===== src/rtl/imem_loader_if.sv =====
// Byte-stream receive handshake and instruction RAM write port for imem_loader.
// master: loader side; slave: the RX front-end / RAM side.
interface imem_loader_if #(
  parameter int unsigned N  = 32,
  parameter int unsigned AW = 7
);
  logic [7:0]    rx_data;
  logic          rx_valid;
  logic          rx_ready;
  logic          we;
  logic [AW-1:0] waddr;
  logic [N-1:0]  wdata;

  modport master (
    input  rx_data,
    input  rx_valid,
    output rx_ready,
    output we,
    output waddr,
    output wdata
  );

  modport slave (
    output rx_data,
    output rx_valid,
    input  rx_ready,
    input  we,
    input  waddr,
    input  wdata
  );
endinterface


===== src/rtl/imem_loader.sv =====
// Assembles a framed byte stream into N-bit words, writes them to instruction RAM and holds
// the CPU in reset while loading. Define IMEM_LOADER_CHECKSUM_EN to require a trailing XOR byte.
module imem_loader #(
  parameter int unsigned N          = 32,
  parameter int unsigned AW         = 7,
  parameter logic [7:0]  START_BYTE = 8'hA5
) (
  input  logic          clk,
  input  logic          reset,
  imem_loader_if.master bus,
  output logic          cpu_reset,
  output logic          busy,
  output logic          done,
  output logic          error,
  output logic [AW:0]   words_loaded
);

  localparam int unsigned Bpw      = N / 8;
  localparam int unsigned BiW      = (Bpw > 1) ? $clog2(Bpw) : 1;
  localparam int unsigned MaxWords = 1 << AW;

  typedef enum logic [2:0] {StIdle, StCount, StData, StCheck, StDone, StErr} state_e;

  state_e        state_q, state_d;
  logic          rx_ready_q, rx_ready_d;
  logic          we_q, we_d;
  logic [AW-1:0] waddr_q, waddr_d;
  logic [N-1:0]  wdata_q, wdata_d;
  logic          cpu_reset_q, cpu_reset_d;
  logic          busy_q, busy_d;
  logic          done_q, done_d;
  logic          error_q, error_d;
  logic [AW:0]   words_loaded_q, words_loaded_d;
  logic [AW:0]   target_q, target_d;
  logic [BiW-1:0] byte_idx_q, byte_idx_d;
  logic [N-1:0]  asm_q, asm_d;
`ifdef IMEM_LOADER_CHECKSUM_EN
  logic [7:0]    chk_q, chk_d;
`endif
  logic          accept;

  always_comb begin
    state_d        = state_q;
    rx_ready_d     = 1'b1;
    we_d           = 1'b0;
    waddr_d        = waddr_q;
    wdata_d        = wdata_q;
    cpu_reset_d    = cpu_reset_q;
    busy_d         = busy_q;
    done_d         = 1'b0;
    error_d        = error_q;
    words_loaded_d = words_loaded_q;
    target_d       = target_q;
    byte_idx_d     = byte_idx_q;
    asm_d          = asm_q;
`ifdef IMEM_LOADER_CHECKSUM_EN
    chk_d          = chk_q;
`endif
    accept         = bus.rx_valid && rx_ready_q;

    unique case (state_q)
      StIdle: begin
        if (accept && (bus.rx_data == START_BYTE)) begin
          state_d        = StCount;
          busy_d         = 1'b1;
          cpu_reset_d    = 1'b1;
          error_d        = 1'b0;
          words_loaded_d = '0;
          byte_idx_d     = '0;
`ifdef IMEM_LOADER_CHECKSUM_EN
          chk_d          = '0;
`endif
        end
      end
      StCount: begin
        if (accept) begin
          if ((bus.rx_data != 8'd0) && (32'(bus.rx_data) <= MaxWords)) begin
            target_d = (AW+1)'(bus.rx_data);
            state_d  = StData;
          end else begin
            state_d    = StErr;
            rx_ready_d = 1'b0;
            busy_d     = 1'b0;
            error_d    = 1'b1;
          end
        end
      end
      StData: begin
        if (accept) begin
          asm_d[8*byte_idx_q +: 8] = bus.rx_data;
`ifdef IMEM_LOADER_CHECKSUM_EN
          chk_d = chk_q ^ bus.rx_data;
`endif
          if (byte_idx_q == BiW'(Bpw - 1)) begin
            // Word complete: registered write lands the cycle after the last byte.
            byte_idx_d     = '0;
            we_d           = 1'b1;
            waddr_d        = words_loaded_q[AW-1:0];
            wdata_d        = asm_d;
            words_loaded_d = words_loaded_q + (AW+1)'(1);
            if (words_loaded_d == target_q) begin
`ifdef IMEM_LOADER_CHECKSUM_EN
              state_d = StCheck;
`else
              state_d     = StDone;
              rx_ready_d  = 1'b0;
              busy_d      = 1'b0;
              cpu_reset_d = 1'b0;
              done_d      = 1'b1;
`endif
            end
          end else begin
            byte_idx_d = byte_idx_q + BiW'(1);
          end
        end
      end
`ifdef IMEM_LOADER_CHECKSUM_EN
      StCheck: begin
        if (accept) begin
          rx_ready_d = 1'b0;
          busy_d     = 1'b0;
          if (bus.rx_data == chk_q) begin
            state_d     = StDone;
            cpu_reset_d = 1'b0;
            done_d      = 1'b1;
          end else begin
            state_d = StErr;
            error_d = 1'b1;
          end
        end
      end
`endif
      StDone:  state_d = StIdle;
      StErr:   state_d = StIdle;
      default: state_d = StIdle;
    endcase
  end

  always_ff @(posedge clk or posedge reset) begin
    if (reset) begin
      state_q        <= StIdle;
      rx_ready_q     <= 1'b1;
      we_q           <= 1'b0;
      waddr_q        <= '0;
      wdata_q        <= '0;
      cpu_reset_q    <= 1'b1;
      busy_q         <= 1'b0;
      done_q         <= 1'b0;
      error_q        <= 1'b0;
      words_loaded_q <= '0;
      target_q       <= '0;
      byte_idx_q     <= '0;
      asm_q          <= '0;
`ifdef IMEM_LOADER_CHECKSUM_EN
      chk_q          <= '0;
`endif
    end else begin
      state_q        <= state_d;
      rx_ready_q     <= rx_ready_d;
      we_q           <= we_d;
      waddr_q        <= waddr_d;
      wdata_q        <= wdata_d;
      cpu_reset_q    <= cpu_reset_d;
      busy_q         <= busy_d;
      done_q         <= done_d;
      error_q        <= error_d;
      words_loaded_q <= words_loaded_d;
      target_q       <= target_d;
      byte_idx_q     <= byte_idx_d;
      asm_q          <= asm_d;
`ifdef IMEM_LOADER_CHECKSUM_EN
      chk_q          <= chk_d;
`endif
    end
  end

  assign bus.rx_ready  = rx_ready_q;
  assign bus.we        = we_q;
  assign bus.waddr     = waddr_q;
  assign bus.wdata     = wdata_q;
  assign cpu_reset     = cpu_reset_q;
  assign busy          = busy_q;
  assign done          = done_q;
  assign error         = error_q;
  assign words_loaded  = words_loaded_q;

endmodule


===== src/flat_wrapper.sv =====
// flat-port wrapper written by rule: the top's interface ports become plain ports
module imem_loader_flat 
#(
  parameter int unsigned N          = 32,
  parameter int unsigned AW         = 7,
  parameter logic [7:0]  START_BYTE = 8'hA5
)
  (clk, reset, cpu_reset, busy, done, error, words_loaded, bus_rx_data, bus_rx_valid, bus_rx_ready, bus_we, bus_waddr, bus_wdata);
  imem_loader_if #(.N(N), .AW(AW)) bus_i ();
  input  logic clk;
  input  logic reset;
  output logic cpu_reset;
  output logic busy;
  output logic done;
  output logic error;
  output logic [AW:0] words_loaded;
  input wire logic [$bits(bus_i.rx_data)-1:0] bus_rx_data;
  input wire logic [$bits(bus_i.rx_valid)-1:0] bus_rx_valid;
  output wire logic [$bits(bus_i.rx_ready)-1:0] bus_rx_ready;
  output wire logic [$bits(bus_i.we)-1:0] bus_we;
  output wire logic [$bits(bus_i.waddr)-1:0] bus_waddr;
  output wire logic [$bits(bus_i.wdata)-1:0] bus_wdata;
  assign bus_i.rx_data = bus_rx_data;
  assign bus_i.rx_valid = bus_rx_valid;
  assign bus_rx_ready = bus_i.rx_ready;
  assign bus_we = bus_i.we;
  assign bus_waddr = bus_i.waddr;
  assign bus_wdata = bus_i.wdata;
  imem_loader #(.N(N), .AW(AW), .START_BYTE(START_BYTE)) u_core (.clk(clk), .reset(reset), .bus(bus_i), .cpu_reset(cpu_reset), .busy(busy), .done(done), .error(error), .words_loaded(words_loaded));
endmodule

===== config.mk =====
export PLATFORM = sky130hd
export DESIGN_NAME = imem_loader_flat
export DESIGN_NICKNAME = d
export VERILOG_FILES = /design/src/rtl/imem_loader_if.sv /design/src/rtl/imem_loader.sv /design/src/flat_wrapper.sv
export SDC_FILE = /design/constraint.sdc
export NUM_CORES = 1
export LEC_CHECK = 0
export ABC_AREA = 1
export BUFFER_PORTS_ARGS = -buffer_cell sky130_fd_sc_hd__buf_4
export CAP_MARGIN = 20
export CORE_ASPECT_RATIO = 0.7
export CORE_MARGIN = 2
export CORE_UTILIZATION = 45
export CTS_BUF_LIST = sky130_fd_sc_hd__clkbuf_8
export DETAILED_ROUTE_END_ITERATION = 10
export PLACE_DENSITY = 0.65
export SLEW_MARGIN = 20
export SYNTH_ARGS = -nofsm -noshare
export SYNTH_HDL_FRONTEND = slang
export SYNTH_SLANG_ARGS = --single-unit

===== constraint.sdc =====
create_clock -name clk -period 3.45 [get_ports clk]
set_clock_uncertainty 0.15 [all_clocks]
set_input_delay 0.345 -clock clk [delete_from_list [all_inputs] [get_ports clk]]
set_output_delay 0.345 -clock clk [all_outputs]
set_load 0.02 [all_outputs]

==> results of run 1 <==
[cells by family (layout without fill, tap and decap cells)]
group | after synthesis | in the layout
xor+xnor | 2 | 2
flops | 98 | 98
simple gates | 252 | 252
compound gates | 96 | 96
fa+ha+maj | 7 | 7
buf+inv | 94 | 155
[final cells by class]
type / count / area share, %
inverters: 71 / 4.99
multi-input cells: 357 / 32.7
repair buffers: 68 / 9.51
flip-flops and latches: 98 / 45.5
clock buffers: 9 / 2.30
clock inverters: 7 / 2.02
well taps: 128 / 2.97
[state kept, by name, summed over array words and instances (netlist names), 2 cells and up]
register and flops:
u_core.state_q 3, u_core.words_loaded 8, u_core.byte_idx_q 2, u_core.bus.wdata 32
u_core.bus.waddr 7, u_core.target_q 8, u_core.asm_q 32
[power breakdown]
part           internal, mW  switching (mW)
clock network         0.476           0.395
registers              1.66           0.311
logic                 0.887            1.43
total                  3.02            2.13
[metal layers]
metal	part of all wire, %	routed length (um)	global-route usage, %	vias to the layer above
li1	-	-	-	1878
met1	51	5470	30.2	1780
met2	44	4740	31.0	91
met3	4.8	513	4.90	6
met4	0.55	59	4.19	0
met5	0	0	0	-
[repair_timing]
item / CTS / global route
endpoints found under the setup margin: 0 / 0
endpoints found under the hold margin: 44 / 0
hold buffers: 1 / 0
[worst paths after layout]
kind	start	endpoint	slack, ps	cells past startpoint
setup / recovery	u_core.byte_idx_q[0]	u_core.asm_q[7]	1110	7
hold / removal	bus_rx_data[3]	u_core.target_q[3]	170	3
setup reg to reg	u_core.byte_idx_q[0]	u_core.asm_q[7]	1110	7
hold reg to reg	u_core.bus.wdata[5]	u_core.bus.wdata[5]	340	2
max in group asynchronous	reset	u_core.bus.wdata[15]	1840	4
min in group asynchronous	reset	u_core.bus.waddr[0]	450	3
[tightest hold or removal path, cell delays in order]
cell	delay, ps
sky130_fd_sc_hd__buf_4	90
sky130_fd_sc_hd__inv_2	60
sky130_fd_sc_hd__o21ai_1	140
[cells in the final DEF (no fill, tap or decap), types with 3 or more instances in the layout]
master                      Yosys  routed
sky130_fd_sc_hd__clkbuf_8       0       9
sky130_fd_sc_hd__nor2_4         2       3
sky130_fd_sc_hd__nand3_1       25      25
sky130_fd_sc_hd__o21ai_0       47      47
sky130_fd_sc_hd__nand2_2        7       7
sky130_fd_sc_hd__nor2_1        15      14
sky130_fd_sc_hd__nand2_1      187     187
sky130_fd_sc_hd__nand3b_1       3       3
sky130_fd_sc_hd__o22ai_1       28      28
sky130_fd_sc_hd__nand4_1        4       4
sky130_fd_sc_hd__o32ai_1        8       8
sky130_fd_sc_hd__inv_2          8       8
sky130_fd_sc_hd__clkinv_2       0       3
sky130_fd_sc_hd__nand3_2        3       3
sky130_fd_sc_hd__buf_4          3      67
sky130_fd_sc_hd__inv_1         63      63
sky130_fd_sc_hd__dfrtp_1       96      96
sky130_fd_sc_hd__o21ai_1        8       8
sky130_fd_sc_hd__bufinv_16      0       3
sky130_fd_sc_hd__ha_1           7       7
==> out/summary.txt, run 1 <==
outcome -> complete, no violations
total placed cells including tap cells -> 721
simple-gate share of the synthesized area -> 23.8%
violation count after the first detailed-route iteration -> 270
max cap viols -> 0
global-route wire length before repair -> 17700 um
final number of setup-violating endpoints -> 0
gate family responsible for the most delay along the worst path -> flip-flops
top-level I/O count -> 64
DRT antenna net count -> 0
share of cell area taken by muxes after synthesis -> 0%
number of nets in the finished design -> 623
most instantiated flip-flop cell in the synthesis netlist -> sky130_fd_sc_hd__dfrtp_1
net count of the mapped netlist -> 567
routability congestion estimate from global placement -> 0.870
Compound-Gate Fraction of Synth Area -> 12.2%
area leader, netlist -> sky130_fd_sc_hd__dfrtp_1
total area of multi-input combinational cells -> 1760 um2
post-route minimum period -> 2340 ps
number of antenna repair diodes -> 0
number of placement rows -> 30
Final period util -> 67.7%
number of warning messages in the yosys log -> 0
fraction of synthesis flops using an asynchronous set or reset pin -> 100%
initial core utilization -> 46.8%
total vias in the final route -> 3755
critical path class -> reg -> reg
leading post-synthesis cells by cell area -> sky130_fd_sc_hd__dfrtp_1 52%, sky130_fd_sc_hd__nand2_1 15%, sky130_fd_sc_hd__inv_1 5.2%, sky130_fd_sc_hd__o21ai_0 5.1%, sky130_fd_sc_hd__o22ai_1 3.8%
maximum number of buffers from clock root to sink -> 2
Die X-Extent -> 125 um
post-CTS setup buffers -> 0
endpoint type of the worst setup path -> flip-flop
fraction of layout cells with a size suffix above 1 -> 18.7%
Power Total -> 5.15 mW
half-perimeter wire length after detailed placement -> 7430 um
register bit total from synthesis -> 98
Post-Syn Instances -> 549
Via-to-Cell Ratio -> 5.09
Layout Utilization -> 55.1%
pin count of the biggest net entering global routing -> 66
Core Area -> 9800 um2
Clock Sinks -> 98
post-synthesis area per instance -> 8.35 um2
highest net fanout along the worst path -> 12
number of remaining DRC errors -> 0
CTS Root Buffer Type -> sky130_fd_sc_hd__clkbuf_8
fraction of the mapped netlist area in adder cells -> 1.91%
clock tree from TritonCTS -> done
worst hold slack -> 167 ps
number of buffers added on ports -> 63
antenna violations before repair -> 0
most frequent CP cell -> sky130_fd_sc_hd__inv_1
number of iterations in the first detailed-routing pass -> 5
static leakage -> 2.78 nW
total power density per cell area -> 955 nW/um2
slowest cell on the critical path -> sky130_fd_sc_hd__dfrtp_1
number of inserted filler cells in the final layout -> 908
peak per-stage delay on the critical path -> 590 ps
Post-synth top cells -> 187 x sky130_fd_sc_hd__nand2_1, 96 x sky130_fd_sc_hd__dfrtp_1, 63 x sky130_fd_sc_hd__inv_1
post-synthesis xor/xnor area fraction -> 0.382%
Area Overhead vs Synth -> 17.7%
Die Y -> 88.4 um
Post-Route WL -> 10800 um
summed negative setup slack over all endpoints -> 0 ps
count of flip-flops with a built-in enable after synthesis -> 0
number of global-route vias before repair -> 3454
cell area after placement -> 5150 um2
clock latency reported for the late side of the worst-skew pair -> 360 ps
worst IR drop on VDD -> 399 uV
post-place setup slack -> 1180 ps
maximum level of the CTS H-tree -> 3
worst path setup slack after routing -> 1110 ps
critical path buffer and inverter count -> 2
Inserted Clock Buffers -> 9
Tightest Pin Transition -> 688 ps
number of instances resized during post-cts repair -> 0
post-layout instance count excluding filler cells -> 738
Worst-path clk slew -> 90 ps
overall global routing resource usage -> 20.4%
GR Overflow Total -> 0
Final Max Tran Viols -> 0
post-synth top area share -> 52.4%
setup repair after global routing missed its margin -> no
required time of the critical path -> 3580 ps
average routed wire per standard cell -> 14.6 um
Final Hold Viols -> 0
fraction of the yosys area taken by sequential cells -> 53.6%
synthesized cell area -> 4580 um2
cell with the most instances after synthesis -> sky130_fd_sc_hd__nand2_1
Yosys cell types -> 31
largest family of logic cells by synthesized area -> simple AND/OR/NAND/NOR gates
max-slew headroom at the worst pin -> 54.1%
Final Instance Area -> 5390 um2
crit path launch type -> flip-flop
achievable clock frequency -> 0.428 GHz
register area -> 2450 um2
list of cells traversed by the critical path -> inv_1 > ha_1 > inv_1 > nand4_1 > o22ai_1 > nand2_1 > o21ai_0
Data arrival, critical path -> 2460 ps
min-delay worst type -> in -> reg
die area -> 11000 um2
No activity file was read; power rests on OpenSTA's default activity.
==> run 2: changes to the inputs <==
==> constraint.sdc (replaced) <==
create_clock -name clk -period 2.3 [get_ports clk]
set_clock_uncertainty 0.15 [all_clocks]
set_input_delay 0.23 -clock clk [delete_from_list [all_inputs] [get_ports clk]]
set_output_delay 0.23 -clock clk [all_outputs]
set_load 0.02 [all_outputs]
==> out/summary.txt, run 2 (same netlist as run 1, synthesis figures left out) <==
routability congestion estimate from global placement -> 0.840 (-3.4%)
Tightest Pin Transition -> 569 ps (-119 ps)
Data arrival, critical path -> 2210 ps (-250 ps)
average routed wire per standard cell -> 14.5 um (-0.55%)
CTS Root Buffer Type -> sky130_fd_sc_hd__clkbuf_8
final number of setup-violating endpoints -> 0 (unchanged)
number of global-route vias before repair -> 3707 (+7.3%)
endpoint type of the worst setup path -> flip-flop
critical path class -> reg -> reg
clock tree from TritonCTS -> done
highest net fanout along the worst path -> 14 (+2)
number of nets in the finished design -> 628 (+0.80%)
internal reg-to-reg setup slack -> 190 ps (-920 ps)
met2 wire length -> 4820 um (+1.8%)
most common cell after layout, fill and taps aside -> sky130_fd_sc_hd__nand2_1
pin count of the biggest net entering global routing -> 66 (unchanged)
violation count after the first detailed-route iteration -> 336 (+24%)
Core Area -> 9800 um2 (unchanged)
Clock Sinks -> 98 (unchanged)
Layout Utilization -> 55.7% (+0.61 points)
outcome -> complete, no violations
antenna violations before repair -> 0 (unchanged)
origin of the critical flop-to-flop path -> u_core.bus.rx_ready
Final period util -> 91.7% (+24 points)
clock latency reported for the late side of the worst-skew pair -> 370 ps (about the same)
wire length on met1 -> 5360 um (-2.1%)
setup repair after global routing missed its margin -> no
die area -> 11000 um2 (unchanged)
total power density per cell area -> 1400 nW/um2 (+47%)
worst IR drop on VDD -> 602 uV (+51%)
highest layer used for signal routing -> met4
worst hold slack -> 37.7 ps (-129 ps)
Inserted Clock Buffers -> 9 (unchanged)
top-level I/O count -> 64 (unchanged)
Die Y -> 88.4 um (unchanged)
max-slew headroom at the worst pin -> 62.0% (+7.8 points)
post-CTS setup buffers -> 0 (unchanged)
Area Overhead vs Synth -> 19.0%
achievable clock frequency -> 0.474 GHz (+11%)
number of buffers added on ports -> 63 (unchanged)
min-delay worst type -> in -> reg
Power Total -> 7.65 mW (+48%)
post-route minimum period -> 2110 ps (-228 ps)
fraction of layout cells with a size suffix above 1 -> 19.7% (+0.99 points)
global-route wire length before repair -> 18400 um (+3.9%)
Final Hold Viols -> 0 (unchanged)
register area -> 2450 um2 (unchanged)
required time of the critical path -> 2400 ps (-1180 ps)
Worst Hold Path EP -> u_core.target_q[6]
cell area after placement -> 5230 um2 (+1.5%)
Via-to-Cell Ratio -> 5.19 (+2.1%)
routed length on met3 -> 501 um (-2.3%)
total vias in the final route -> 3859 (+2.8%)
Final Max Tran Viols -> 0 (unchanged)
overall global routing resource usage -> 20.9% (+0.47 points)
Worst-path clk slew -> 90 ps (about the same)
DRT antenna net count -> 0 (unchanged)
total area of multi-input combinational cells -> 1770 um2 (+0.14%)
number of placement rows -> 30 (unchanged)
max cap viols -> 0 (unchanged)
Die X-Extent -> 125 um (unchanged)
number of remaining DRC errors -> 0 (unchanged)
Final Instance Area -> 5450 um2 (+1.1%)
initial core utilization -> 46.8% (unchanged)
worst hold path depth -> 3 (unchanged)
number of inserted filler cells in the final layout -> 909 (+0.11%)
number of iterations in the first detailed-routing pass -> 5 (unchanged)
GR Overflow Total -> 0 (unchanged)
half-perimeter wire length after detailed placement -> 7630 um (+2.6%)
maximum level of the CTS H-tree -> 3 (unchanged)
summed negative setup slack over all endpoints -> 0 ps (unchanged)
static leakage -> 2.80 nW (+0.69%)
Reg2Reg Depth -> 9 (+2)
endpoint of the worst register-to-register path -> u_core.busy
number of antenna repair diodes -> 0 (unchanged)
crit path launch type -> flip-flop
startpoint of the worst hold path -> bus_rx_data[6]
Post-Route WL -> 10800 um (+0.12%)
most frequent cells in the layout -> 187 x sky130_fd_sc_hd__nand2_1, 96 x sky130_fd_sc_hd__dfrtp_1, 69 x sky130_fd_sc_hd__buf_4
maximum number of buffers from clock root to sink -> 2 (unchanged)
run 2: cell types whose count changed in the layout (fill, tap and decap cells not counted), moves of 2 or more:
cell	delta
sky130_fd_sc_hd__buf_12	+3
sky130_fd_sc_hd__clkbuf_8	+3
sky130_fd_sc_hd__bufinv_16	-2
sky130_fd_sc_hd__buf_4	+2
run 2: critical path: stages (launching register included):
cell	delay (ps)
sky130_fd_sc_hd__dfstp_2	540
sky130_fd_sc_hd__nand2_1	160
sky130_fd_sc_hd__nor2_4	150
sky130_fd_sc_hd__nand2_1	350
sky130_fd_sc_hd__nand2_2	350
sky130_fd_sc_hd__nor2_1	60
sky130_fd_sc_hd__nor2_1	90
sky130_fd_sc_hd__nand2_1	60
sky130_fd_sc_hd__nand2_1	50
sky130_fd_sc_hd__nand2_1	50
run 2: what timing repair did:
action / 4_1_cts / 5_1_grt
endpoints found under the setup margin: 0 / 2
endpoints found under the hold margin: 20 / 0
hold buffers: 1 / 0
resized for setup: 0 / 1
run 2: layout make-up:
type | instances | area share, %
inverters | 71 | 4.96
multi-input cells | 357 | 32.4
flip-flops and latches | 98 | 45.0
repair buffers | 73 | 10.8
clock inverters | 4 | 0.895
well taps | 128 | 2.94
clock buffers | 12 | 3.03
run 2: worst max-delay path by stage:
stage	startpoint	endpoint	slack, ps	cells past startpoint
after floorplan	u_core.byte_idx_q[0]	u_core.asm_q[17]	280	8
final	u_core.bus.rx_ready	u_core.busy	190	9
after global placement	u_core.byte_idx_q[0]	u_core.asm_q[5]	240	6
after detailed placement	u_core.bus.rx_ready	u_core.busy	200	9
after CTS	u_core.bus.rx_ready	u_core.busy	180	9
after global routing	u_core.bus.rx_ready	u_core.busy	6	9
run 2: through the flow:
stage          std cells  worst slack (ps)
5_1_grt              743              5.58
3_5_place_dp         726               196
4_1_cts              743               180
2_1_floorplan        549               282
3_3_place_gp         726               235
6_report             743               192
run 2: report_power, final:
| group | total (mW) | leakage (nW) | switching [mW] | internal [mW] |
|---|---|---|---|---|
| sequential | 2.92 | 1.22 | 0.437 | 2.48 |
| combinational | 3.54 | 1.47 | 2.17 | 1.37 |
| clock | 1.18 | 0.112 | 0.593 | 0.591 |
| total | 7.65 | 2.80 | 3.20 | 4.45 |
run 2: layer usage:
metal	track usage, %	up-vias
met5	0	-
li1	-	1884
met1	30.7	1856
met3	4.11	11
met2	32.4	108
met4	5.01	0
